==> src/rtl/wash_panel_ctrl.sv <==
// rtl/wash_panel_ctrl.sv - washing-machine front-panel controller
//
// Debounces the start/pause/cancel buttons, latches the wash options at launch,
// drives the washer start/pause requests and tracks completion via done.
//
// Ports:
//   clk          in   system clock (one tick per second of machine time)
//   rst_n        in   asynchronous active-low reset
//   btn_start    in   raw start button (asynchronous, bouncy)
//   btn_pause    in   raw pause button (asynchronous, bouncy)
//   btn_cancel   in   raw cancel button (asynchronous, bouncy)
//   sw_double    in   double-wash selector level
//   sw_dry       in   dry-wash selector level
//   done         in   washer done flag (synchronous)
//   start        out  start request to washer
//   double_wash  out  latched double-wash option
//   dry_wash     out  latched dry-wash option
//   time_pause   out  pause request to washer
//   wm_cancel_n  out  active-low one-clock abort strobe
//   busy         out  high while launching, running or paused
//   complete_led out  high while the finished cycle is displayed

module wash_panel_ctrl #(
  parameter int unsigned DEBOUNCE_CYCLES = 3,
  parameter int unsigned START_HOLD      = 1
) (
  input  logic clk,
  input  logic rst_n,
  input  logic btn_start,
  input  logic btn_pause,
  input  logic btn_cancel,
  input  logic sw_double,
  input  logic sw_dry,
  input  logic done,
  output logic start,
  output logic double_wash,
  output logic dry_wash,
  output logic time_pause,
  output logic wm_cancel_n,
  output logic busy,
  output logic complete_led
);

  localparam int unsigned DCW = (DEBOUNCE_CYCLES > 1) ? $clog2(DEBOUNCE_CYCLES) : 1;
  localparam int unsigned HCW = (START_HOLD > 1) ? $clog2(START_HOLD) : 1;
  localparam logic [DCW-1:0] DB_LAST   = DCW'(DEBOUNCE_CYCLES - 1);
  localparam logic [HCW-1:0] HOLD_LAST = HCW'(START_HOLD - 1);

  // Bit 0 = start, bit 1 = pause, bit 2 = cancel.
  logic [2:0] btn_raw;
  logic [2:0] press;

  assign btn_raw = {btn_cancel, btn_pause, btn_start};

  for (genvar b = 0; b < 3; b++) begin : g_btn
    logic           sync1_q;
    logic           sync2_q;
    logic           deb_q;
    logic           deb_prev_q;
    logic           press_q;
    logic [DCW-1:0] cnt_q;

    always_ff @(posedge clk or negedge rst_n) begin
      if (!rst_n) begin
        sync1_q    <= 1'b0;
        sync2_q    <= 1'b0;
        deb_q      <= 1'b0;
        deb_prev_q <= 1'b0;
        press_q    <= 1'b0;
        cnt_q      <= '0;
      end else begin
        sync1_q <= btn_raw[b];
        sync2_q <= sync1_q;
        // Count consecutive clocks where the synchronised level disagrees with
        // the accepted level; any agreement restarts the count.
        if (sync2_q == deb_q) begin
          cnt_q <= '0;
        end else if (cnt_q == DB_LAST) begin
          cnt_q <= '0;
          deb_q <= sync2_q;
        end else begin
          cnt_q <= cnt_q + 1'b1;
        end
        deb_prev_q <= deb_q;
        press_q    <= deb_q & ~deb_prev_q;
      end
    end

    assign press[b] = press_q;
  end

  logic start_p;
  logic pause_p;
  logic cancel_p;

  assign start_p  = press[0];
  assign pause_p  = press[1];
  assign cancel_p = press[2];

  typedef enum logic [2:0] {
    S_IDLE,
    S_LAUNCH,
    S_RUNNING,
    S_PAUSED,
    S_COMPLETE
  } state_e;

  state_e         state_q, state_d;
  logic [HCW-1:0] hold_q, hold_d;
  logic           done_q;
  logic           done_rise;
  logic           start_q, start_d;
  logic           dw_q, dw_d;
  logic           dry_q, dry_d;
  logic           tp_q, tp_d;
  logic           cn_q, cn_d;
  logic           busy_q, busy_d;
  logic           led_q, led_d;

  assign done_rise = done & ~done_q;

  always_ff @(posedge clk or negedge rst_n) begin
    if (!rst_n) begin
      state_q <= S_IDLE;
      hold_q  <= '0;
      done_q  <= 1'b0;
      start_q <= 1'b0;
      dw_q    <= 1'b0;
      dry_q   <= 1'b0;
      tp_q    <= 1'b0;
      cn_q    <= 1'b1;
      busy_q  <= 1'b0;
      led_q   <= 1'b0;
    end else begin
      state_q <= state_d;
      hold_q  <= hold_d;
      done_q  <= done;
      start_q <= start_d;
      dw_q    <= dw_d;
      dry_q   <= dry_d;
      tp_q    <= tp_d;
      cn_q    <= cn_d;
      busy_q  <= busy_d;
      led_q   <= led_d;
    end
  end

  always_comb begin
    state_d = state_q;
    hold_d  = hold_q;
    start_d = start_q;
    dw_d    = dw_q;
    dry_d   = dry_q;
    tp_d    = tp_q;
    cn_d    = 1'b1;

    if (cancel_p && (state_q != S_IDLE)) begin
      state_d = S_IDLE;
      start_d = 1'b0;
      tp_d    = 1'b0;
      dw_d    = 1'b0;
      dry_d   = 1'b0;
      cn_d    = 1'b0;
    end else begin
      unique case (state_q)
        S_IDLE, S_COMPLETE: begin
          // A simultaneous cancel still outranks start, even where cancel
          // itself has nothing to abort.
          if (start_p && !cancel_p) begin
            state_d = S_LAUNCH;
            start_d = 1'b1;
            hold_d  = '0;
            dw_d    = sw_double;
            dry_d   = sw_dry;
          end
        end
        S_LAUNCH: begin
          if (hold_q == HOLD_LAST) begin
            start_d = 1'b0;
            state_d = S_RUNNING;
          end else begin
            hold_d = hold_q + 1'b1;
          end
        end
        S_RUNNING: begin
          tp_d = 1'b0;
          if (done_rise) begin
            state_d = S_COMPLETE;
          end else if (pause_p) begin
            state_d = S_PAUSED;
            tp_d    = 1'b1;
          end
        end
        S_PAUSED: begin
          tp_d = 1'b1;
          if (done_rise) begin
            state_d = S_COMPLETE;
            tp_d    = 1'b0;
          end else if (pause_p) begin
            state_d = S_RUNNING;
            tp_d    = 1'b0;
          end
        end
        default: begin
          state_d = S_IDLE;
        end
      endcase
    end

    // Status outputs follow the next state so they line up with it in time.
    busy_d = (state_d == S_LAUNCH) || (state_d == S_RUNNING) || (state_d == S_PAUSED);
    led_d  = (state_d == S_COMPLETE);
  end

  assign start        = start_q;
  assign double_wash  = dw_q;
  assign dry_wash     = dry_q;
  assign time_pause   = tp_q;
  assign wm_cancel_n  = cn_q;
  assign busy         = busy_q;
  assign complete_led = led_q;

endmodule

==> config.mk <==
export PLATFORM = sky130hd
export DESIGN_NAME = wash_panel_ctrl
export DESIGN_NICKNAME = d
export VERILOG_FILES = /design/src/rtl/wash_panel_ctrl.sv
export SDC_FILE = /design/constraint.sdc
export NUM_CORES = 1
export LEC_CHECK = 0
export ABC_AREA = 1
export ABC_CLOCK_PERIOD_IN_PS = 1200
export BUFFER_PORTS_ARGS = -buffer_cell sky130_fd_sc_hd__buf_2
export CORE_MARGIN = 10
export CORE_UTILIZATION = 30
export CTS_CLUSTER_DIAMETER = 30
export CTS_CLUSTER_SIZE = 30
export DETAILED_ROUTE_END_ITERATION = 16
export PLACE_DENSITY = 0.5
export SLEW_MARGIN = 20
export SYNTH_ARGS = -nofsm -noshare
export SYNTH_HDL_FRONTEND = slang
export SYNTH_SLANG_ARGS = --single-unit
==> constraint.sdc <==
create_clock -name clk -period 1.2 [get_ports clk]
set_input_delay 0.24 -clock clk [delete_from_list [all_inputs] [get_ports clk]]
set_output_delay 0.24 -clock clk [all_outputs]
set_load 0.01 [all_outputs]
==> metrics.cfg <==
[run_status]
outcome=finished, final reports clean

[synth]
synth_area_leader_cell=dfrtp_1
synth_area_mm2=0.00120
synth-warning-count=0
synthCells=116
synth_seq_cells=32
seq_area_frac_synth_pct=66.7
synth_cell_types=18
synthTopCellsByArea=dfrtp_1 65%, inv_1 5.6%, nor2_1 5.3%
synth.avg_cell_area_um2=10.4
syn-num-nets=124
yosysTopAreaCellShare_pct=64.5

[placed_design]
globalplace.congestion=0.791
post-dp-hpwl_um=1380
dp_cells=179
portBuffers=14

[drt]
drt_iter0_markers=17
vias=771
dr.pass1.iters=2
wl_per_cell_um=10.1
via_per_inst=4.10
ant_nets=0
drt-total-wl_um=1890
drcViolationCount=0

[setup_path]
cp_slowest_cell=dfstp_2
cp-startpoint=wm_cancel_n
reg2reg_from=state_q[2]
cp_top_family=flip-flops
worst_setup_path_start_kind=flip-flop
slowest_delay_ps=510
end_kind=primary output
crit_type=flip-flop to primary output
required_ps=960
worstPathMaxFanout=1
cp.arrival_ps=910
crit_chain=buf_2
timing.critical_path.buf_inv=1

[floorplanning]
coreArea_mm2=0.00377
placementRows=22
dieArea_mm2=0.00694
fp.dieH_um=83.3
initial_core_util_pct=31.9
io_pins=15
die_w_um=83.3

[pwr]
switching_share_pct=32.0
seqPwrFrac_pct=44.2
power.switching_w=0.00124
cellLeakagePower_nw=0.762
ir_drop_v=0.00103
comb_power_share_pct=27.0
power.share.clock_pct=28.7
powerDensity_mw_per_mm2=2610
power.internal_w=0.00264

[sta]
fin_tns_setup_ps=0
max_slew_margin_pct=85.3
finalHoldViolCount=0
max_freq_mhz=869
period_needed_ps=1150
rsz0062_at_grt=false
tightest_slew_ps=220
finalCritPeriodShare_pct=95.9
setup_violations=0
worst_clock_skew_ps=5.85
drv_slew=0

[clock_network]
cts-root-to-sink-buffers=2
cts_setup_buffers=0
cts_sinks=32
clk_pin_slew_ps=60
cts.htree.levels=2
cts_buffers=5
cts_resized=0
clock-root-buffer=clkbuf_8
cts_tree=built
postCtsHoldBufs=1
clock_latency_ps=280

[finish]
final_common_cell=dfrtp_1
fin_util_pct=39.5
area_growth_pct=23.8
fin_cells=188
finalNetCount=147
antennaDiodeCount=0
layout_common_cells=31 x dfrtp_1, 18 x inv_1, 17 x nor2_1
layout-drive-gt1-share_pct=25.7
n_fill_cell=367

[worst_hold_path]
hp-start=btn_start
hp-class=primary input to flip-flop

[global_routing]
grt_max_degree=33
antenna_found_initial=0
grt_pass1_vias=804
grt_overflow=0
grt.total_usage_pct=6.24
grt_first_pass_wirelength_um=3460

[run]
drv_cap=0

routing by layer:
| layer | track usage [%] | part of all wire (%) | vias to the layer above |
|---|---|---|---|
| met5 | 0 | 0 | - |
| met4 | 4.62 | 3.2 | 0 |
| met3 | 4.10 | 7.9 | 7 |
| met2 | 8.73 | 41 | 18 |
| met1 | 6.52 | 48 | 349 |
| li1 | - | - | 397 |
cell type report:
type / count / area, um^2 / area share (%)
well taps: 48 / 60.1 / 4.03
clock buffers: 7 / 96.3 / 6.47
flip-flops and latches: 32 / 802 / 53.9
clock inverters: 1 / 30.0 / 2.02
inverters: 23 / 86.3 / 5.80
multi-input cells: 61 / 314 / 21.1
repair buffers: 16 / 100 / 6.72
stage by stage:
stage	instance area [um^2]	setup slack, ps	hold slack [ps]	power [W]
after CTS	1490	26.0	40.2	0.00397
after global placement	1350	98.1	204	0.00279
after detailed placement	1350	106	207	0.00282
final	1490	49.3	57.8	0.00388
after floorplan	1200	237	-55.6	0.00249
after global routing	1490	9.28	42.3	0.00423
final timing paths:
path                                    endpoint  slack, ps  cells past startpoint
worst max-delay path                 wm_cancel_n         50                      1
worst min-delay path            g_btn[0].sync1_q         60                      1
min in group asynchronous             time_pause        430                      3
worst max register to register              busy        110                      7
worst min register to register  g_btn[1].sync2_q        350                      0
max in group asynchronous            wm_cancel_n        520                      3
cells in the mapped netlist:
cell / number
a21oi_1: 1
a21oi_2: 1
dfrtp_1: 31
dfstp_2: 1
inv_1: 18
inv_2: 5
nand2_1: 13
nand2_2: 2
nand2_4: 1
nand3_1: 4
nand3_2: 1
nor2_1: 17
nor2_4: 1
nor3_1: 6
o21ai_0: 6
o21ai_1: 4
o21ai_4: 1
xnor2_1: 3
sequential cells by signal, indices dropped and copies added (netlist names), 2 cells and up:
name / count
g_btn.press_q: 2
g_btn.deb_prev_q: 3
g_btn.sync2_q: 3
g_btn.cnt_q: 6
g_btn.deb_q: 3
state_q: 3
g_btn.sync1_q: 3
power by group through the flow:
stage          clock network, W  registers (W)  logic, W
2_1_floorplan                 0        0.00175  0.000737
3_3_place_gp                  0        0.00172   0.00106
3_5_place_dp                  0        0.00174   0.00107
4_1_cts                 0.00116        0.00172   0.00108
5_1_grt                 0.00121        0.00178   0.00124
6_report                0.00112        0.00172   0.00105
logic make-up (layout without fill, tap and decap cells):
group / after synthesis / count (layout) / synth area share [%]
buf+inv: 23 / 47 / 7.18
flops: 32 / 32 / 66.7
simple gates: 45 / 45 / 17.3
compound gates: 13 / 13 / 6.66
xor+xnor: 3 / 3 / 2.19
No activity file was read; power rests on OpenSTA's default activity.
